$ cat src/rtl/mips_mc_ctrl_if.sv
// Control/status bundle between the multicycle MIPS controller and its datapath.
// The master side is the controller: it receives instruction fields and flags
// and drives every select, enable and ALU control.
interface mips_mc_ctrl_if #(
    parameter int unsigned STATE_W = 4
);
    logic [5:0]         op;
    logic [5:0]         funct;
    logic               zero;
    logic               mem_ready;
    logic               memread;
    logic               memwrite;
    logic               irwrite;
    logic               pcen;
    logic               iord;
    logic               regwrite;
    logic               regdst;
    logic               memtoreg;
    logic               alusrca;
    logic [1:0]         alusrcb;
    logic [1:0]         pcsrc;
    logic [3:0]         alucont;
    logic               signext;
    logic               shiftl16;
    logic               loadbyte;
    logic               illegal_op;
    logic [STATE_W-1:0] state;

    modport master (
        input  op, funct, zero, mem_ready,
        output memread, memwrite, irwrite, pcen, iord, regwrite, regdst,
               memtoreg, alusrca, alusrcb, pcsrc, alucont, signext,
               shiftl16, loadbyte, illegal_op, state
    );

    modport slave (
        output op, funct, zero, mem_ready,
        input  memread, memwrite, irwrite, pcen, iord, regwrite, regdst,
               memtoreg, alusrca, alusrcb, pcsrc, alucont, signext,
               shiftl16, loadbyte, illegal_op, state
    );
endinterface

$ cat src/rtl/mips_mc_ctrl.sv
// Multicycle MIPS control FSM. Sequences fetch/decode/execute over a shared
// datapath and a single-ported unified memory with a ready handshake.
// Optional macro MC_BNE_EN adds bne (op 000101) as a branch taken on ~zero;
// without it that opcode is reported as illegal.
module mips_mc_ctrl #(
    parameter int unsigned STATE_W     = 4,
    parameter int unsigned RESET_STATE = 0
) (
    input  logic           clk,
    input  logic           reset,
    mips_mc_ctrl_if.master bus
);

    typedef enum logic [3:0] {
        FETCH    = 4'd0,
        DECODE   = 4'd1,
        MEMADR   = 4'd2,
        MEMRD    = 4'd3,
        MEMWB    = 4'd4,
        MEMWR    = 4'd5,
        RTYPEEX  = 4'd6,
        RTYPEWB  = 4'd7,
        BRANCHEX = 4'd8,
        IMMEX    = 4'd9,
        IMMWB    = 4'd10,
        JEX      = 4'd11
    } state_t;

    localparam logic [5:0] OP_RTYPE = 6'b000000;
    localparam logic [5:0] OP_LW    = 6'b100011;
    localparam logic [5:0] OP_LB    = 6'b100000;
    localparam logic [5:0] OP_SW    = 6'b101011;
    localparam logic [5:0] OP_BEQ   = 6'b000100;
    localparam logic [5:0] OP_BNE   = 6'b000101;
    localparam logic [5:0] OP_ADDI  = 6'b001000;
    localparam logic [5:0] OP_SLTI  = 6'b001010;
    localparam logic [5:0] OP_ORI   = 6'b001101;
    localparam logic [5:0] OP_LUI   = 6'b001111;
    localparam logic [5:0] OP_J     = 6'b000010;

    state_t state_q;

    logic       op_mem, op_rtype, op_branch, op_imm, op_j, op_legal, op_lb, op_bne;
    logic       br_taken;
    logic       rt_legal;
    logic [3:0] rt_alucont;
    logic       imm_signext, imm_shift;
    logic [3:0] imm_alucont;

    logic       memread_c, memwrite_c, irwrite_c, pcen_c, iord_c, regwrite_c;
    logic       regdst_c, memtoreg_c, alusrca_c, signext_c, shiftl16_c;
    logic       loadbyte_c, illegal_c;
    logic [1:0] alusrcb_c, pcsrc_c;
    logic [3:0] alucont_c;

`ifdef MC_BNE_EN
    assign op_bne = (bus.op == OP_BNE);
`else
    assign op_bne = 1'b0;
`endif

    // Opcode class decode shared by next-state and output logic
    always_comb begin
        op_mem    = (bus.op == OP_LW) || (bus.op == OP_LB) || (bus.op == OP_SW);
        op_rtype  = (bus.op == OP_RTYPE);
        op_branch = (bus.op == OP_BEQ) || op_bne;
        op_imm    = (bus.op == OP_ADDI) || (bus.op == OP_SLTI) ||
                    (bus.op == OP_ORI)  || (bus.op == OP_LUI);
        op_j      = (bus.op == OP_J);
        op_legal  = op_mem || op_rtype || op_branch || op_imm || op_j;
        op_lb     = (bus.op == OP_LB);
        br_taken  = ((bus.op == OP_BEQ) && bus.zero) || (op_bne && !bus.zero);
    end

    // R-type funct to ALU control, flagging unsupported functs
    always_comb begin
        rt_legal   = 1'b1;
        rt_alucont = 4'b0000;
        case (bus.funct)
            6'b100000: rt_alucont = 4'b0010;
            6'b100010: rt_alucont = 4'b0110;
            6'b100100: rt_alucont = 4'b0000;
            6'b100101: rt_alucont = 4'b0001;
            6'b101010: rt_alucont = 4'b0111;
            default:   rt_legal   = 1'b0;
        endcase
    end

    // Immediate-op extension, shift and ALU control (held through write-back)
    always_comb begin
        imm_signext = (bus.op == OP_ADDI) || (bus.op == OP_SLTI);
        imm_shift   = (bus.op == OP_LUI);
        imm_alucont = 4'b0010;
        if (bus.op == OP_SLTI)
            imm_alucont = 4'b0111;
        else if ((bus.op == OP_ORI) || (bus.op == OP_LUI))
            imm_alucont = 4'b0001;
    end

    // State register and transitions; memory states hold until mem_ready
    always_ff @(posedge clk) begin
        if (!reset) begin
            state_q <= state_t'(4'(RESET_STATE));
        end else begin
            case (state_q)
                FETCH:    if (bus.mem_ready) state_q <= DECODE;
                DECODE: begin
                    if (op_mem)         state_q <= MEMADR;
                    else if (op_rtype)  state_q <= RTYPEEX;
                    else if (op_branch) state_q <= BRANCHEX;
                    else if (op_imm)    state_q <= IMMEX;
                    else if (op_j)      state_q <= JEX;
                    else                state_q <= FETCH;
                end
                MEMADR:   state_q <= (bus.op == OP_SW) ? MEMWR : MEMRD;
                MEMRD:    if (bus.mem_ready) state_q <= MEMWB;
                MEMWR:    if (bus.mem_ready) state_q <= FETCH;
                RTYPEEX:  state_q <= rt_legal ? RTYPEWB : FETCH;
                IMMEX:    state_q <= IMMWB;
                default:  state_q <= FETCH;
            endcase
        end
    end

    // Moore output decode from the current state and instruction fields
    always_comb begin
        memread_c  = 1'b0;
        memwrite_c = 1'b0;
        irwrite_c  = 1'b0;
        pcen_c     = 1'b0;
        iord_c     = 1'b0;
        regwrite_c = 1'b0;
        regdst_c   = 1'b0;
        memtoreg_c = 1'b0;
        alusrca_c  = 1'b0;
        alusrcb_c  = '0;
        pcsrc_c    = '0;
        alucont_c  = '0;
        signext_c  = 1'b0;
        shiftl16_c = 1'b0;
        loadbyte_c = 1'b0;
        illegal_c  = 1'b0;
        case (state_q)
            FETCH: begin
                memread_c = 1'b1;
                alusrcb_c = 2'b01;
                alucont_c = 4'b0010;
                irwrite_c = bus.mem_ready;
                pcen_c    = bus.mem_ready;
            end
            DECODE: begin
                alusrcb_c = 2'b11;
                alucont_c = 4'b0010;
                signext_c = 1'b1;
                illegal_c = !op_legal;
            end
            MEMADR: begin
                alusrca_c = 1'b1;
                alusrcb_c = 2'b10;
                alucont_c = 4'b0010;
                signext_c = 1'b1;
            end
            MEMRD: begin
                memread_c  = 1'b1;
                iord_c     = 1'b1;
                loadbyte_c = op_lb;
            end
            MEMWB: begin
                regwrite_c = 1'b1;
                memtoreg_c = 1'b1;
                loadbyte_c = op_lb;
            end
            MEMWR: begin
                memwrite_c = 1'b1;
                iord_c     = 1'b1;
            end
            RTYPEEX: begin
                alusrca_c = 1'b1;
                alucont_c = rt_alucont;
                illegal_c = !rt_legal;
            end
            RTYPEWB: begin
                regwrite_c = 1'b1;
                regdst_c   = 1'b1;
            end
            BRANCHEX: begin
                alusrca_c = 1'b1;
                alucont_c = 4'b0110;
                pcsrc_c   = 2'b01;
                pcen_c    = br_taken;
            end
            IMMEX: begin
                alusrca_c  = 1'b1;
                alusrcb_c  = 2'b10;
                alucont_c  = imm_alucont;
                signext_c  = imm_signext;
                shiftl16_c = imm_shift;
            end
            IMMWB: begin
                regwrite_c = 1'b1;
                signext_c  = imm_signext;
                shiftl16_c = imm_shift;
            end
            JEX: begin
                pcsrc_c = 2'b10;
                pcen_c  = 1'b1;
            end
            default: ;
        endcase
    end

    // Reset low suppresses every output immediately, so an abandoned
    // instruction cannot issue a write on the reset cycle.
    assign bus.memread    = reset & memread_c;
    assign bus.memwrite   = reset & memwrite_c;
    assign bus.irwrite    = reset & irwrite_c;
    assign bus.pcen       = reset & pcen_c;
    assign bus.iord       = reset & iord_c;
    assign bus.regwrite   = reset & regwrite_c;
    assign bus.regdst     = reset & regdst_c;
    assign bus.memtoreg   = reset & memtoreg_c;
    assign bus.alusrca    = reset & alusrca_c;
    assign bus.alusrcb    = reset ? alusrcb_c : '0;
    assign bus.pcsrc      = reset ? pcsrc_c : '0;
    assign bus.alucont    = reset ? alucont_c : '0;
    assign bus.signext    = reset & signext_c;
    assign bus.shiftl16   = reset & shiftl16_c;
    assign bus.loadbyte   = reset & loadbyte_c;
    assign bus.illegal_op = reset & illegal_c;
    assign bus.state      = reset ? STATE_W'(state_q) : '0;

endmodule

$ cat src/flat_wrapper.sv
// flat-port wrapper written by rule: the top's interface ports become plain ports
module mips_mc_ctrl_flat 
#(
    parameter int unsigned STATE_W     = 4,
    parameter int unsigned RESET_STATE = 0
)
  (clk, reset, bus_op, bus_funct, bus_zero, bus_mem_ready, bus_memread, bus_memwrite, bus_irwrite, bus_pcen, bus_iord, bus_regwrite, bus_regdst, bus_memtoreg, bus_alusrca, bus_alusrcb, bus_pcsrc, bus_alucont, bus_signext, bus_shiftl16, bus_loadbyte, bus_illegal_op, bus_state);
  mips_mc_ctrl_if #(.STATE_W(STATE_W)) bus_i ();
  input  logic clk;
  input  logic reset;
  input wire logic [$bits(bus_i.op)-1:0] bus_op;
  input wire logic [$bits(bus_i.funct)-1:0] bus_funct;
  input wire logic [$bits(bus_i.zero)-1:0] bus_zero;
  input wire logic [$bits(bus_i.mem_ready)-1:0] bus_mem_ready;
  output wire logic [$bits(bus_i.memread)-1:0] bus_memread;
  output wire logic [$bits(bus_i.memwrite)-1:0] bus_memwrite;
  output wire logic [$bits(bus_i.irwrite)-1:0] bus_irwrite;
  output wire logic [$bits(bus_i.pcen)-1:0] bus_pcen;
  output wire logic [$bits(bus_i.iord)-1:0] bus_iord;
  output wire logic [$bits(bus_i.regwrite)-1:0] bus_regwrite;
  output wire logic [$bits(bus_i.regdst)-1:0] bus_regdst;
  output wire logic [$bits(bus_i.memtoreg)-1:0] bus_memtoreg;
  output wire logic [$bits(bus_i.alusrca)-1:0] bus_alusrca;
  output wire logic [$bits(bus_i.alusrcb)-1:0] bus_alusrcb;
  output wire logic [$bits(bus_i.pcsrc)-1:0] bus_pcsrc;
  output wire logic [$bits(bus_i.alucont)-1:0] bus_alucont;
  output wire logic [$bits(bus_i.signext)-1:0] bus_signext;
  output wire logic [$bits(bus_i.shiftl16)-1:0] bus_shiftl16;
  output wire logic [$bits(bus_i.loadbyte)-1:0] bus_loadbyte;
  output wire logic [$bits(bus_i.illegal_op)-1:0] bus_illegal_op;
  output wire logic [$bits(bus_i.state)-1:0] bus_state;
  assign bus_i.op = bus_op;
  assign bus_i.funct = bus_funct;
  assign bus_i.zero = bus_zero;
  assign bus_i.mem_ready = bus_mem_ready;
  assign bus_memread = bus_i.memread;
  assign bus_memwrite = bus_i.memwrite;
  assign bus_irwrite = bus_i.irwrite;
  assign bus_pcen = bus_i.pcen;
  assign bus_iord = bus_i.iord;
  assign bus_regwrite = bus_i.regwrite;
  assign bus_regdst = bus_i.regdst;
  assign bus_memtoreg = bus_i.memtoreg;
  assign bus_alusrca = bus_i.alusrca;
  assign bus_alusrcb = bus_i.alusrcb;
  assign bus_pcsrc = bus_i.pcsrc;
  assign bus_alucont = bus_i.alucont;
  assign bus_signext = bus_i.signext;
  assign bus_shiftl16 = bus_i.shiftl16;
  assign bus_loadbyte = bus_i.loadbyte;
  assign bus_illegal_op = bus_i.illegal_op;
  assign bus_state = bus_i.state;
  mips_mc_ctrl #(.STATE_W(STATE_W), .RESET_STATE(RESET_STATE)) u_core (.clk(clk), .reset(reset), .bus(bus_i));
endmodule
$ cat config.mk
export PLATFORM = sky130hd
export DESIGN_NAME = mips_mc_ctrl_flat
export DESIGN_NICKNAME = d
export VERILOG_FILES = /design/src/rtl/mips_mc_ctrl_if.sv /design/src/rtl/mips_mc_ctrl.sv /design/src/flat_wrapper.sv
export SDC_FILE = /design/constraint.sdc
export NUM_CORES = 1
export LEC_CHECK = 0
export ABC_CLOCK_PERIOD_IN_PS = 3000
export BUFFER_PORTS_ARGS = -buffer_cell sky130_fd_sc_hd__buf_4
export CELL_PAD_IN_SITES_DETAIL_PLACEMENT = 2
export CELL_PAD_IN_SITES_GLOBAL_PLACEMENT = 2
export CORE_ASPECT_RATIO = 0.8
export CORE_MARGIN = 2
export CORE_UTILIZATION = 25
export DETAILED_ROUTE_END_ITERATION = 8
export GPL_ROUTABILITY_DRIVEN = 0
export GPL_TIMING_DRIVEN = 0
export MAX_ROUTING_LAYER = met4
export PLACE_DENSITY_LB_ADDON = 0.1
export SLEW_MARGIN = 20
export SYNTH_ARGS = -nofsm -noshare
export SYNTH_HDL_FRONTEND = slang
export SYNTH_SLANG_ARGS = --single-unit
export TNS_END_PERCENT = 10
$ cat constraint.sdc
create_clock -name clk -period 3 [get_ports clk]
set_clock_uncertainty 0.15 [all_clocks]
set_input_delay 0.6 -clock clk [delete_from_list [all_inputs] [get_ports clk]]
set_output_delay 0.6 -clock clk [all_outputs]
set_load 0.02 [all_outputs]
# Word level (Yosys, flattened, before mapping)
# Cells that the tools add are included.
# word_totals
regBits	4
wordCells	103
# classes
n_eq_ne	28
mux	35
bitwise_logic	13
reduce_logical	26
# op_table
op	n
$eq A6 B6 Y1 const B	8
$mux W4	11
$pmux W4 S7	1
$eq A6 B4 Y1 const B	4
$eq A4 B3 Y1 const B	4
$eq A4 B4 Y1 const B	4
$pmux W4 S4	1
$and A1 B1 Y1	13
$pmux W3 S4	1
$reduce_or A2 Y1	6
$mux W1	11
$logic_or A1 B1 Y1	10
$eq A4 B2 Y1 const B	2
$eq A6 B2 Y1 const B	1
$eq A6 B3 Y1 const B	1
$logic_not A6 Y1	1
$mux W2	3
$mux W3	2
$ne A2 B2 Y1 const B	3
$pmux W2 S3	1
$reduce_or A3 Y1	2
$reduce_or A5 Y1	1
$eq A4 B1 Y1 const B	1
$logic_not A4 Y1	1
other kinds (7)	9

# Logic depth before layout (Yosys ltp)
# Gate-level depths: netlist of run 1.
# logic_depth
word_depth	10
mapped_depth	6

# Worst setup path after synthesis of run 1
# Ideal clock, no wire load.
# synth_path
kind	input-to-output
start	in bus_op[3]
end	out bus_illegal_op
t_arrival_ps	1739
required_ps	2250
slack_ps	511
stages	5
path_buffers	1
path_cell_list	buf_6 > or2_0 > a221o_1 > a211oi_2 > o21a_1
# synth_via
elab_chain_cells	10
word_cells_on_any_way	22
classes_between	9 x eq/ne; 1 x mux; 1 x bitwise; 11 x reduce/logical
# synth_rtl
item	line_no	text
start, declared	flat_wrapper.sv:11	input wire logic [$bits(bus_i.op)-1:0] bus_op;
$eq A6 B6 Y1	mips_mc_ctrl.sv:64	op_mem = (bus.op == OP_LW) || (bus.op == OP_LB) || (bus.op == OP_SW);
$logic_or A1 B1 Y1 (2 in a row)	mips_mc_ctrl.sv:64	
$logic_or A1 B1 Y1 (3 in a row)	mips_mc_ctrl.sv:70	op_legal = op_mem || op_rtype || op_branch || op_imm || op_j;
$logic_or A1 B1 Y1 (*)	mips_mc_ctrl.sv:70	
$logic_not A1 Y1 (*)	mips_mc_ctrl.sv:155	illegal_c = !op_legal;
$pmux W1 S2 (*)	mips_mc_ctrl.sv:143	case (state_q)
$and A1 B1 Y1 (*)	mips_mc_ctrl.sv:229	assign bus.illegal_op = reset & illegal_c;
end, declared	flat_wrapper.sv:30	output wire logic [$bits(bus_i.illegal_op)-1:0] bus_illegal_op;
# Every way passes the cells marked *; elsewhere a longest branch is shown, timed or not.

# Final worst setup path of run 1
# layout_path
start	in bus_op[1]
end	out bus_illegal_op
# Same word-level chain as after synthesis.

==> results of run 1 <==
## cells by family (layout without fill, tap and decap cells)
kind of cell / after synthesis / count (layout) / share of synthesized area (%)
buf+inv: 17 / 55 / 10.8
flops: 4 / 4 / 8.51
other cells: 1 / 1 / 0.399
xor+xnor: 2 / 2 / 1.86
mux: 1 / 1 / 1.06
compound gates: 37 / 37 / 27.3
simple gates: 82 / 82 / 50.1
## power by group through the flow
stage | Sequential, mW | Clock (mW) | Combinational, mW
floorplan | 0.0570 | 0 | 0.0774
global placement | 0.0573 | 0 | 0.124
detailed placement | 0.0575 | 0 | 0.128
CTS | 0.0569 | 0.117 | 0.129
global route | 0.0571 | 0.118 | 0.141
finish | 0.0569 | 0.113 | 0.129
## per-stage QoR
stage                     hold slack (ps)  area [sq um]  cells  total power, mW
after floorplan                       438           941    144            0.134
after global placement                549          1260    221            0.181
after detailed placement              566          1260    221            0.185
after CTS                             564          1300    224            0.302
after global routing                  615          1300    224            0.316
final                                 565          1300    224            0.299
## worst max-delay path, delay by kind of cell
kind                   cells  cell delay (ps)
AOI/OAI and AO/OA          3              580
buffers and inverters      3              420
and+or+nand+nor            1              380
## layer usage
| metal | GRT usage [%] | up-vias | wire [microns] |
|---|---|---|---|
| li1 | - | 610 | - |
| met4 | 5.56 | 0 | 34 |
| met5 | - | - | 0 |
| met1 | 30.2 | 646 | 2070 |
| met3 | 1.03 | 4 | 148 |
| met2 | 34.0 | 28 | 1960 |
## final cells by class
| type | count | area share, % |
|---|---|---|
| repair buffers | 35 | 20.3 |
| flip-flops and latches | 4 | 6.17 |
| inverters | 1 | 0.289 |
| multi-input cells | 123 | 58.5 |
| clock buffers | 3 | 3.18 |
| well taps | 42 | 4.05 |
| plain buffers | 16 | 7.52 |
## layout by cell type, fill, tap and decap left out, types with 2 or more instances in the layout
cell type  synthesis  routed
nand2b_1           7       7
buf_1              2       2
and2_1             4       4
buf_2              5       5
nor3_1             8       8
buf_4              6      41
and3_1             6       6
nand4_1            7       7
nand3b_1           2       2
a41oi_1            3       3
nand4bb_1          2       2
or2_2              2       2
nor4_1             2       2
o21ai_0            4       4
xnor2_1            2       2
nand2_1           12      12
and4b_1            2       2
nand3_1            4       4
a21oi_1           11      11
nor2b_1            4       4
dfxtp_1            4       4
clkbuf_8           0       3
o211ai_1           3       3
o21a_1             2       2
nor2_1            12      12
o21ai_1            2       2
## path summary, 6_finish.rpt
path | startpoint | endpoint | slack [ps] | cells after the start
hold reg to reg | u_core.state_q[2] | u_core.state_q[2] | 580 | 3
setup reg to reg | u_core.state_q[3] | u_core.state_q[1] | 1210 | 5
hold / removal | bus_mem_ready | u_core.state_q[2] | 570 | 3
setup / recovery | bus_op[1] | bus_illegal_op | 270 | 7
==> run metrics, run 1 <==
outcome complete, no violations; Final HPWL DP 3.28 mm; pwr dens 231 nW/um^2; area of the die 4270 sq um; Post-CTS Setup Bufs 0; htree depth 1; ys flop type dfxtp_1; Syn Inst Count 144; Post-synth EDFFs 0; diode count 0; vias in the first global route 1,302; Crit. End Element output pin; I/O pin count 41; worst skew pair latency 220 ps; Detailed Route WL 4.21 mm; Area contributors post-synth dfxtp_1, a21oi_1, buf_4; DR pass1 iterations 4; Net Switching 106 uW; largest net degree at the start of global routing 11; Sink Count 4; Clock power frac 37.8%; RSZ-0062 raised after global routing no; Synth Area per Inst 6.53 sq um; area grow syn2layout 37.9%; Final Util 36.9%; Tmin final 2730 ps; setup_tns 0 ps; register with the most flip-flops u_core.state_q; final routed DRC violation total 0; Cell Area, Synth 941 sq um; post-DR wirelength/cell 18.8 microns; first-pass GRT wire length 6.83 mm; WP data arrival 1980 ps; Post-synth ARST share 0%; leading registers by flop count u_core.state_q x4; Slowest-stage cell, CP nor3_1; pre-CTS setup slack 277 ps; critical-path cell list buf_4, buf_4, nor3_1, a221o_1, a211oi_2, o21a_1, buf_4; top cell type's share of synthesized area 8.51%; Post-CTS Hold Buffers 0; Critical Path Start Type input port; Core Box Area 3520 sq um; Clock transition at path regs 30 ps; Crit Path Max Fanout 10; share of cells above drive strength 1 31.3%; fmax 366 MHz; Routed Antenna Nets 0; Min-Delay Path Class input port to flop; DIE WIDTH 72.6 microns; Final Hold Viols 0; initial antenna violation count 0; PortBufs 35; # fillers 440; Setup Viol. Count Final 0; commonest cells in the netlist nand2_1, nor2_1, a21oi_1; leakage 0.540 nW; largest area contributor in the netlist dfxtp_1; Initial Utilization 26.7%; Synth Net Count 160; Storage cell area 80.1 sq um; Gate power share 43.2%; vias per cell 5.75; area of the multi-input gates 759 sq um; Reg power frac 19.0%; site row count 19; CP required 2250 ps; Internal Power 193 uW; Crit path top cell by count buf_4; register bit total from synthesis 4; total track usage 21.5%; Setup CP Type input port to output pin; CP max stage delay 380 ps; Nets 200; TritonCTS clock tree done; max_cap viols 0; final worst setup slack 269 ps; VDD IR max 0.000202 V; CTS Root Cell clkbuf_8; Sw Ratio 35.6%; Unique masters post-synth 51; PostCTS Resize Cnt 0; Largest register FFs 4; sequential share of the synthesized area 8.51%; grt total ovfl 0; clk buf depth 2; Num CTS Buffers 3; final period utilization 91.0%; DRT iter0 DRCs 71; max-slew violations 0; DR vias 1,288; Die Y 58.9 microns; number of synthesis warnings 0
No activity file was read; power rests on OpenSTA's default activity.
==> run 2: changes to the inputs <==
Settings changed: REMOVE_ABC_BUFFERS set to 1.
==> run metrics, run 2 (same netlist as run 1, synthesis figures left out) <==
Min-Delay Path Class input port to flop; Final Hold Viols 0; fmax 367 MHz; CTS Root Cell clkbuf_8; final worst setup slack 277 ps; worst skew pair latency 210 ps; Tot Pwr 288 uW; share of cells above drive strength 1 29.4%; final non-filler cell total 212; DP Area 1190 sq um; vias in the first global route 1,191; I/O pin count 41; Routed Antenna Nets 0; post-DR wirelength/cell 17.4 microns; PortBufs 39; VDD IR max 0.000146 V; # fillers 439; hold_ws 555 ps; largest net degree at the start of global routing 30; grt total ovfl 0; WP data arrival 1970 ps; outcome complete, no violations; pwr dens 234 nW/um^2; Largest register FFs 4; flop2flop setup slack 1120 ps; Initial Utilization 26.7%; DR vias 1,167; RSZ-0062 raised after global routing no; max_cap viols 0; site row count 19; Core Box Area 3520 sq um; clk buf depth 2; area of the die 4270 sq um; diode count 0; Crit Path Max Fanout 22; Crit. End Element output pin; Nets 188; Tmin final 2720 ps; Setup CP Type flop to output pin; Inst Count DP 209; DIE WIDTH 72.6 microns; Slew HR 47.4%; DRT iter0 DRCs 109; Storage cell area 82.6 sq um; Final HPWL DP 2.74 mm; htree depth 1; max-slew violations 0; pre-CTS setup slack 285 ps; Critical Path Start Type flop; register with the most flip-flops u_core.state_q; setup_tns 0 ps; first-pass GRT wire length 6.13 mm; total track usage 18.3%; Num CTS Buffers 3; TritonCTS clock tree done; Setup Viol. Count Final 0; Final Util 35.0%; leading registers by flop count u_core.state_q x4; design area 1230 sq um; CP required 2250 ps; Detailed Route WL 3.70 mm; final period utilization 90.8%; Die Y 58.9 microns; most common cell after layout, fill and taps aside buf_4; initial antenna violation count 0; worst-margin pin slew 788 ps; area grow syn2layout 31.0%; area of the multi-input gates 759 sq um; DR pass1 iterations 4; vias per cell 5.50; leakage 0.489 nW; most frequent cells in the layout buf_4, nor2_1, nand2_1, a21oi_1, nor3_1; Clock transition at path regs 30 ps; final routed DRC violation total 0; Sink Count 4
[run 2: worst paths after layout]
| kind | cells past startpoint | startpoint | to |
|---|---|---|---|
| hold / removal | 3 | bus_mem_ready | u_core.state_q[2] |
| setup / recovery | 5 | u_core.state_q[1] | bus_alucont[2] |
| setup reg to reg | 4 | u_core.state_q[1] | u_core.state_q[1] |
| hold reg to reg | 2 | u_core.state_q[0] | u_core.state_q[3] |
[run 2: repair_timing]
item | 4_1_cts | 5_1_grt
hold buffers | 0 | 0
gates resized for setup | 0 | 2
buffers inserted | 0 | 0
endpoints found under the setup margin | 0 | 3
[run 2: routing by layer]
| layer | part of all wire (%) | wire [microns] | vias to the layer above | track usage (%) |
|---|---|---|---|---|
| met4 | 0 | 0 | 0 | 2.38 |
| met5 | 0 | 0 | - | - |
| li1 | - | - | 586 | - |
| met3 | 3.0 | 111 | 0 | 1.03 |
| met2 | 45 | 1650 | 24 | 27.9 |
| met1 | 52 | 1940 | 557 | 27.2 |
[run 2: layout make-up]
| class | count | area share, % |
|---|---|---|
| Clock buffer | 3 | 3.35 |
| Multi-Input combinational cell | 123 | 61.6 |
| Tap cell | 42 | 4.26 |
| Timing Repair Buffer | 39 | 23.8 |
| Sequential cell | 4 | 6.70 |
| Inverter | 1 | 0.305 |
[run 2: worst max-delay path: stages, from the launching register on]
cell      delay [ps]
dfxtp_1          820
and4bb_2         380
and3_1           190
nand2_1           60
a21oi_1          140
buf_4            160
[run 2: where the power goes]
group          internal, mW  leakage [nW]  switching (mW)  total (mW)
combinational        0.0469         0.434          0.0633       0.110
sequential           0.0556        0.0333          0.0105      0.0661
clock                0.0854        0.0216          0.0264       0.112
